==> src/rtl/uart_pkg.sv <==
// Shared types and defaults for the UART transmit path.
// The state enumeration is shared so the engine and any monitor decode state identically.
package uart_pkg;

   typedef enum logic [2:0] {
      IDLE,
      START,
      DATA,
      PARITY,
      STOP
   } uart_tx_state_t;

   localparam int CLKS_PER_BIT_DEFAULT = 868;
   localparam int DATA_WIDTH_DEFAULT   = 8;

endpackage

==> src/rtl/uart_baud_gen.sv <==
// Per-bit baud counter: counts 0..CLKS_PER_BIT-1 while enabled and strobes bit_end on the last count.
// A synchronous clear restarts the bit so a new start bit always gets its full width.
module uart_baud_gen #(
   parameter int CLKS_PER_BIT = 868
) (
   input  logic clk,
   input  logic reset,
   input  logic clear,
   input  logic enable,
   output logic bit_end
);

   localparam int CNT_W = $clog2(CLKS_PER_BIT);

   logic [CNT_W-1:0] cnt;

   assign bit_end = enable && (cnt == CNT_W'(CLKS_PER_BIT - 1));

   always_ff @(posedge clk) begin
      if (reset || clear || bit_end || !enable) begin
         cnt <= '0;
      end else begin
         cnt <= cnt + 1'b1;
      end
   end

endmodule

==> src/rtl/uart_tx_engine.sv <==
// UART transmitter that pulls characters from a TX FIFO and serialises them LSB first.
// Frames are start, DATA_WIDTH data bits, optional parity, one stop bit.
module uart_tx_engine
   import uart_pkg::*;
#(
   parameter int DATA_WIDTH   = DATA_WIDTH_DEFAULT,
   parameter int CLKS_PER_BIT = CLKS_PER_BIT_DEFAULT,
   parameter int PARITY_EN    = 0,
   parameter int PARITY_ODD   = 0
) (
   input  logic                  clk,
   input  logic                  reset,
   input  logic                  tx_en,
   input  logic                  fifo_empty,
   input  logic [DATA_WIDTH-1:0] fifo_rd_data,
   output logic                  fifo_rd_en,
   output logic                  tx,
   output logic                  busy,
   output logic                  tx_done,
   output uart_tx_state_t        state_dbg
);

   localparam int BIT_W = $clog2(DATA_WIDTH) + 1;

   uart_tx_state_t        state, state_nxt;
   logic [DATA_WIDTH-1:0] shift_q;
   logic [DATA_WIDTH-1:0] shift_nxt;
   logic [BIT_W-1:0]      bit_cnt;
   logic                  par_q;
   logic                  tx_q, tx_nxt;
   logic                  bit_end;
   logic                  launch;
   logic                  last_data;

   // FIFO handshake: the head word is valid whenever fifo_empty=0; fifo_rd_en
   // pops it in the same cycle and is only ever raised while fifo_empty=0.
   assign launch = tx_en && !fifo_empty && !reset &&
                   ((state == IDLE) || ((state == STOP) && bit_end));

   assign fifo_rd_en = launch;
   assign tx         = tx_q;
   assign busy       = (state != IDLE);
   assign tx_done    = (state == STOP) && bit_end;
   assign state_dbg  = state;
   assign last_data  = (bit_cnt == BIT_W'(DATA_WIDTH - 1));
   assign shift_nxt  = shift_q >> 1;

   uart_baud_gen #(
      .CLKS_PER_BIT(CLKS_PER_BIT)
   ) u_baud (
      .clk    (clk),
      .reset  (reset),
      .clear  (launch),
      .enable (busy),
      .bit_end(bit_end)
   );

   // tx is registered, so each branch selects the line level for the bit being entered.
   always_comb begin
      state_nxt = state;
      tx_nxt    = tx_q;
      case (state)
         IDLE: begin
            tx_nxt = 1'b1;
            if (launch) begin
               state_nxt = START;
               tx_nxt    = 1'b0;
            end
         end
         START: begin
            if (bit_end) begin
               state_nxt = DATA;
               tx_nxt    = shift_q[0];
            end
         end
         DATA: begin
            if (bit_end) begin
               if (!last_data) begin
                  tx_nxt = shift_nxt[0];
               end else if (PARITY_EN != 0) begin
                  state_nxt = PARITY;
                  tx_nxt    = par_q;
               end else begin
                  state_nxt = STOP;
                  tx_nxt    = 1'b1;
               end
            end
         end
         PARITY: begin
            if (bit_end) begin
               state_nxt = STOP;
               tx_nxt    = 1'b1;
            end
         end
         STOP: begin
            if (bit_end) begin
               if (launch) begin
                  state_nxt = START;
                  tx_nxt    = 1'b0;
               end else begin
                  state_nxt = IDLE;
                  tx_nxt    = 1'b1;
               end
            end
         end
         default: begin
            state_nxt = IDLE;
            tx_nxt    = 1'b1;
         end
      endcase
   end

   always_ff @(posedge clk) begin
      if (reset) begin
         state   <= IDLE;
         shift_q <= '0;
         bit_cnt <= '0;
         par_q   <= 1'b0;
         tx_q    <= 1'b1;
      end else begin
         state <= state_nxt;
         tx_q  <= tx_nxt;
         if (launch) begin
            shift_q <= fifo_rd_data;
            par_q   <= (^fifo_rd_data) ^ (PARITY_ODD != 0);
            bit_cnt <= '0;
         end else if ((state == DATA) && bit_end) begin
            shift_q <= shift_nxt;
            bit_cnt <= last_data ? '0 : bit_cnt + 1'b1;
         end
      end
   end

endmodule

==> config.mk <==
export PLATFORM = sky130hd
export DESIGN_NAME = uart_tx_engine
export DESIGN_NICKNAME = d
export VERILOG_FILES = /design/src/rtl/uart_pkg.sv /design/src/rtl/uart_baud_gen.sv /design/src/rtl/uart_tx_engine.sv
export SDC_FILE = /design/constraint.sdc
export NUM_CORES = 1
export LEC_CHECK = 0
export ABC_AREA = 1
export BUFFER_PORTS_ARGS = -buffer_cell sky130_fd_sc_hd__buf_4
export CORE_ASPECT_RATIO = 0.9
export CORE_MARGIN = 10
export CORE_UTILIZATION = 55
export DETAILED_ROUTE_END_ITERATION = 8
export PLACE_DENSITY = 0.77
export SYNTH_ARGS = -nofsm -noshare
export SYNTH_HDL_FRONTEND = slang
export SYNTH_SLANG_ARGS = --single-unit
==> constraint.sdc <==
create_clock -name clk -period 2 [get_ports clk]
set_clock_uncertainty 0.15 [all_clocks]
set_input_delay 0.1 -clock clk [delete_from_list [all_inputs] [get_ports clk]]
set_output_delay 0.1 -clock clk [all_outputs]
set_load 0.01 [all_outputs]
==> results.py, run 1 <==
metrics = {
    "sta": {
        "slew_headroom": 0.816,
        "final-setup-viol-count": 0,
        "maxSlewViolCount": 0,
        "finalCriticalPeriod_ns": 1.92,
        "tns_ns": 0,
        "period_share": 0.960,
        "fmax_mhz": 521,
        "worstMarginPinSlew_ns": 0.276,
        "finalHoldViolCount": 0,
    },
    "cells_and_area": {
        "area_delta_synth_final_pct": 25.7,
        "antenna_cells": 0,
        "final_common_cell": "nand2_1",
        "fin_util": 0.718,
        "drive_gt1_frac": 0.237,
        "fin_cells": 260,
        "nNetsFinal": 247,
        "mostFrequentLayoutCells": "nand2_1 (48), nand3_1 (26), buf_4 (25)",
    },
    "synth": {
        "synthesis.area_um2": 1400,
        "yosys_warnings": 0,
        "synth-edff-count": 0,
        "synth_area_per_cell_um2": 7.05,
        "synth_seq_cells": 26,
        "ys.flop_type": "dfxtp_1",
        "synth_cell_types": 28,
        "synth-seq-area-share": 0.373,
        "synth_fp_nets": 212,
        "postSynthCellCount": 198,
        "synthArstFlopShare": 0,
    },
    "setup_path": {
        "end_kind": "primary output",
        "worst_setup_path_start_kind": "register",
        "crit_required_ns": 1.75,
        "reg2reg_slack_ns": 0.22,
        "path_class": "register to primary output",
        "r2r_end": "shift_q[0]",
        "cp_max_fo": 10,
        "critPathArrivalTime_ns": 1.67,
        "r2r_start": "u_baud.cnt[0]",
        "reg2reg_depth": 10,
    },
    "placement": {
        "gp_congestion": 0.865,
        "dp_hpwl_mm": 2.33,
        "dp.cells": 242,
        "port_buffers": 18,
    },
    "route": {
        "num_vias": 1358,
        "ant_nets": 0,
        "drtPass1Iterations": 4,
        "drc": 0,
        "drt_iter0_drc": 114,
        "wl_mm": 3.24,
        "wl_per_cell_um": 12.5,
        "viasPerCell": 5.22,
    },
    "power": {
        "switching_share": 0.375,
        "clkPwrFrac": 0.180,
        "powerDensity_nw_per_um2": 828,
        "p_switching_w": 0.000546,
        "leakage_nw": 0.739,
        "power.internal_w": 0.000908,
        "p_seq_frac": 0.432,
        "vdd_ir_drop_max_uv": 932,
        "comb_power_share": 0.388,
    },
    "status": {
        "status": "finished clean",
    },
    "cts": {
        "tritoncts": "done",
        "cts.sinks": 26,
        "root_buffer": "clkbuf_4",
        "cts_buffers": 3,
        "cts_buffer_depth": 2,
        "clk_pin_slew_worst_paths_ns": 0.14,
        "htreeDepth": 1,
        "clock_latency_ns": 0.32,
    },
    "floorplan": {
        "rows": 17,
        "initial_core_util": 0.571,
        "die_y_um": 67.8,
        "dieArea_um2": 4960,
        "dieWidth_um": 73.1,
        "core-area_um2": 2450,
        "ios": 19,
    },
    "global_route": {
        "antenna_found_initial": 0,
        "grt_use_total": 0.129,
        "grt_pass1_vias": 1246,
        "grt_first_pass_wirelength_mm": 5.37,
        "grt_overflow": 0,
        "grt_max_degree": 21,
    },
    "worst_hold_path": {
        "hold_class": "primary input to register",
        "hold_end": "shift_q[3]",
        "min_path_cells": 5,
        "min-delay-start": "fifo_rd_data[3]",
    },
    "run": {
        "cap_viol_max_count": 0,
    },
}
## sequential cells by signal (all words and copies together), names as in the netlist
register,count
bit_cnt,4
shift_q,8
state_dbg,3
u_baud.cnt,10
tx,1
## synth_stat cells, types with 2 or more instances
library cell	number	area, um2
ha_1	2	25.0
nand3_1	26	130
a21oi_1	13	65.1
nor2_2	4	25.0
nor2_4	2	22.5
inv_1	22	82.6
nand4_1	2	12.5
nand2_2	4	25.0
nor2_1	18	67.6
xor2_1	8	70.1
o21ai_0	3	15.0
inv_2	2	7.51
xnor2_1	2	17.5
dfxtp_1	26	521
nor3_1	4	20.0
nand2_1	48	180
## metal layers
layer  vias up  part of all wire  global-route usage
met5         -                 0                   0
met4         0            0.0099              0.0308
met3         4             0.062              0.0410
met2        36              0.44               0.196
met1       616              0.49               0.174
li1        702                 -                   -
## timing repair
action                                  in CTS  in global routing
pin swaps                                    1                  3
gates cloned                                 0                  1
buffers inserted                             1                  5
resized for setup                            4                  6
hold buffers                                 7                  0
endpoints found under the setup margin       1                  2
endpoints found under the hold margin       10                  0
## area by class of cell
| class | count | area [um2] |
|---|---|---|
| Inverter | 26 | 105 |
| Tap cell | 28 | 35.0 |
| Sequential cell | 26 | 527 |
| Clock buffer | 4 | 36.3 |
| Fill cell | 205 | 691 |
| Multi-Input combinational cell | 144 | 795 |
| Timing Repair Buffer | 32 | 258 |
## worst max-delay path, stage by stage, from the launching register on
cell      delay, ns
dfxtp_4        0.39
ha_4           0.15
nand2_1        0.11
nor2_4         0.13
nand4_2        0.14
nand2_4        0.15
nand2_8        0.09
clkinv_2       0.06
buf_4          0.11
## stage by stage
step | power, W | hold WS [ns] | cell area (um2) | worst slack (ns)
2_1_floorplan | 0.000956 | 0.109 | 1400 | 0.344
3_3_place_gp | 0.00109 | 0.208 | 1550 | 0.143
3_5_place_dp | 0.00110 | 0.214 | 1550 | 0.0879
4_1_cts | 0.00141 | 0.00115 | 1680 | 0.0221
5_1_grt | 0.00155 | 0.0419 | 1760 | -0.0144
6_report | 0.00145 | 0.0239 | 1760 | 0.0809
## cell families (layout without fill, tap and decap cells)
logic type,after synthesis,in the layout,synth area share
simple gates,114,115,0.394
buf+inv,29,62,0.0887
flops,26,26,0.373
compound gates,17,17,0.0636
xor+xnor,10,10,0.0627
fa+ha+maj,2,2,0.0179
## power groups by stage
stage	Combinational, W	Sequential, W	Clock, W
after global routing	0.000628	0.000636	0.000290
after floorplan	0.000326	0.000630	0
final	0.000564	0.000628	0.000262
after detailed placement	0.000474	0.000629	0
after CTS	0.000522	0.000620	0.000268
after global placement	0.000462	0.000625	0
## worst max-delay path by stage
stage | startpoint | to | slack, ns | depth (start not counted)
after floorplan | u_baud.cnt[0] | bit_cnt[2] | 0.34 | 8
after global placement | u_baud.cnt[0] | tx | 0.14 | 10
final | u_baud.cnt[0] | fifo_rd_en | 0.08 | 8
after global routing | u_baud.cnt[0] | fifo_rd_en | -0.01 | 8
after CTS | u_baud.cnt[1] | fifo_rd_en | 0.02 | 8
after detailed placement | u_baud.cnt[0] | tx | 0.09 | 10
Note: power is estimated with default switching activity, not from simulation.
==> run 2: changes to the inputs <==
- ABC_AREA: 1 -> unset
==> run 2 against run 1 <==
Effect of this change:
- design area increased by 1.9%
- fmax fell by 3.9%
- worst setup slack worse by 0.078 ns
- sequential power decreased by 14%
- power down 29%
- synthesized cell count fell by 20%
- register-to-register slack worse by 0.11 ns
- die area decreased by 0.84%
- via count shrank 2.6%
==> results.py, run 2 <==
metrics = {
    "status": {
        "status": "finished clean",
    },
    "setup_path": {
        "crit_required_ns": 1.75,
        "end_kind": "primary output",
        "worst_setup_path_start_kind": "register",
        "path_class": "register to primary output",
        "cp_max_fo": 6,
        "critPathArrivalTime_ns": 1.75,
        "startpoint": "u_baud.cnt[2]",
        "r2r_start": "bit_cnt[0]",
    },
    "sta": {
        "finalHoldViolCount": 0,
        "finalCriticalPeriod_ns": 2.00,
        "period_share": 0.999,
        "worstMarginPinSlew_ns": 0.442,
        "maxSlewViolCount": 0,
        "rsz0062_at_grt": "true",
        "fmax_mhz": 501,
        "slew_headroom": 0.704,
        "final-setup-viol-count": 0,
        "hold_slack_ns": 0.0893,
    },
    "global_route": {
        "grt_pass1_vias": 1254,
        "grt_overflow": 0,
        "grt_use_total": 0.139,
        "grt_first_pass_wirelength_mm": 5.61,
        "antenna_found_initial": 0,
        "grt_max_degree": 16,
    },
    "run": {
        "cap_viol_max_count": 0,
    },
    "synth": {
        "postSynthCellCount": 159,
        "synthArstFlopShare": 0,
        "synth_area_leader_cell": "dfxtp_1",
        "synth_seq_cells": 26,
        "synth.area.top_cells": "dfxtp_1 (38%), nand2_1 (5.7%), nor2_1 (4.1%), o31ai_1 (3.8%), xnor2_1 (3.8%)",
        "synth-seq-area-share": 0.377,
        "yosysTopAreaCellShare": 0.377,
        "yosysMostFrequentCell": "dfxtp_1",
        "synthesis.area_um2": 1380,
        "synthTopCellsByCount": "dfxtp_1 (26), nand2_1 (21), nor2_1 (15)",
        "synth-edff-count": 0,
        "yosys_warnings": 0,
        "synth_area_per_cell_um2": 8.68,
        "ys.flop_type": "dfxtp_1",
        "synth_fp_nets": 173,
        "synth_cell_types": 47,
    },
    "power": {
        "powerDensity_nw_per_um2": 574,
        "vdd_ir_drop_max_uv": 694,
        "leakage_nw": 0.635,
    },
    "cells_and_area": {
        "nNetsFinal": 211,
        "top_regs": "u_baud.cnt: 10 flops, shift_q: 8 flops, bit_cnt: 4 flops",
        "mostFrequentLayoutCells": "buf_4 (30), dfxtp_1 (22), nand2_1 (21)",
        "largest_reg_flops": 10,
        "design_area_um2": 1790,
        "drive_gt1_frac": 0.286,
        "top_register": "u_baud.cnt",
        "final_common_cell": "buf_4",
        "antenna_cells": 0,
        "area_delta_synth_final_pct": 29.6,
        "n_fill_cell": 193,
    },
    "floorplan": {
        "die_y_um": 67.5,
        "rows": 17,
        "core-area_um2": 2420,
        "dieArea_um2": 4920,
        "initial_core_util": 0.569,
        "dieWidth_um": 72.8,
        "ios": 19,
    },
    "route": {
        "viasPerCell": 5.91,
        "drc": 0,
        "ant_nets": 0,
        "drt_iter0_drc": 128,
        "drtPass1Iterations": 4,
        "wl_mm": 3.56,
        "num_vias": 1323,
        "wl_per_cell_um": 15.9,
    },
    "cts": {
        "clk_pin_slew_worst_paths_ns": 0.14,
        "htreeDepth": 1,
        "cts_buffer_depth": 2,
        "cts.sinks": 26,
        "cts_buffers": 3,
        "clock_latency_ns": 0.33,
        "tritoncts": "done",
        "root_buffer": "clkbuf_4",
    },
    "worst_hold_path": {
        "min-delay-start": "tx_en",
        "hold_class": "primary input to register",
    },
    "placement": {
        "dp_hpwl_mm": 2.39,
        "gp_congestion": 0.883,
        "placed_area_um2": 1560,
        "port_buffers": 18,
    },
}
[run 2: logic make-up after synthesis]
family | Yosys count | synth area share
xor gates and xnor gates | 8 | 0.0508
adders and majority gates | 2 | 0.0181
DFF | 26 | 0.377
and+or+nand+nor | 74 | 0.312
muxes | 1 | 0.00725
AOI/OAI and AO/OA | 35 | 0.191
buffers and inverters | 13 | 0.0435
[run 2: through the flow]
step                total power (W)  setup TNS (ns)  setup WS [ns]  std cells   util
floorplan                  0.000610               0          0.171        159      -
global placement           0.000649               0          0.140        203  0.641
detailed placement         0.000652               0         0.0708        203  0.641
CTS                         0.00102               0        0.00736        219  0.719
global route                0.00106          -0.131        -0.0671        224  0.737
finish                      0.00103               0        0.00248        224  0.737
[run 2: worst max-delay path: stages, from the launching register on]
cell and delay, ns:
dfxtp_4 0.40, or3_4 0.42, nor3_4 0.27, and3_1 0.21, buf_4 0.12
[run 2: timing repair]
| action | CTS | global route |
|---|---|---|
| gates resized for setup | 7 | 3 |
| cloned | 0 | 0 |
| setup buffers | 2 | 5 |
| endpoints found under the setup margin | 2 | 2 |
| hold buffers | 10 | 0 |
| endpoints found under the hold margin | 15 | 0 |
| pin swaps | 4 | 3 |
[run 2: layout make-up]
cell class	count	area, um2	area share
Multi-Input combinational cell	120	812	0.454
Sequential cell	26	531	0.297
Timing Repair Buffer	41	337	0.188
Tap cell	28	35.0	0.0196
Clock inverter	1	30.0	0.0168
Clock buffer	3	22.5	0.0126
Inverter	5	21.3	0.0119
[run 2: routing by layer]
metal  GRT usage  wire [um]
met1       0.154       1410
met2       0.245       1720
met3      0.0439        275
met4      0.0521        161
met5           0          0
[run 2: report_power, final]
part / total (W) / switching [W] / internal (W)
clock: 0.000360 / 0.000157 / 0.000203
sequential: 0.000538 / 0.00000832 / 0.000529
combinational: 0.000128 / 0.0000607 / 0.0000673
[run 2: final timing paths]
path,end,slack (ns),depth (start not counted)
worst max-delay path,tx_done,0.002,4
worst min-delay path,state_dbg[0],0.09,4
worst max register to register,tx,0.11,5
worst min register to register,shift_q[4],0.34,2
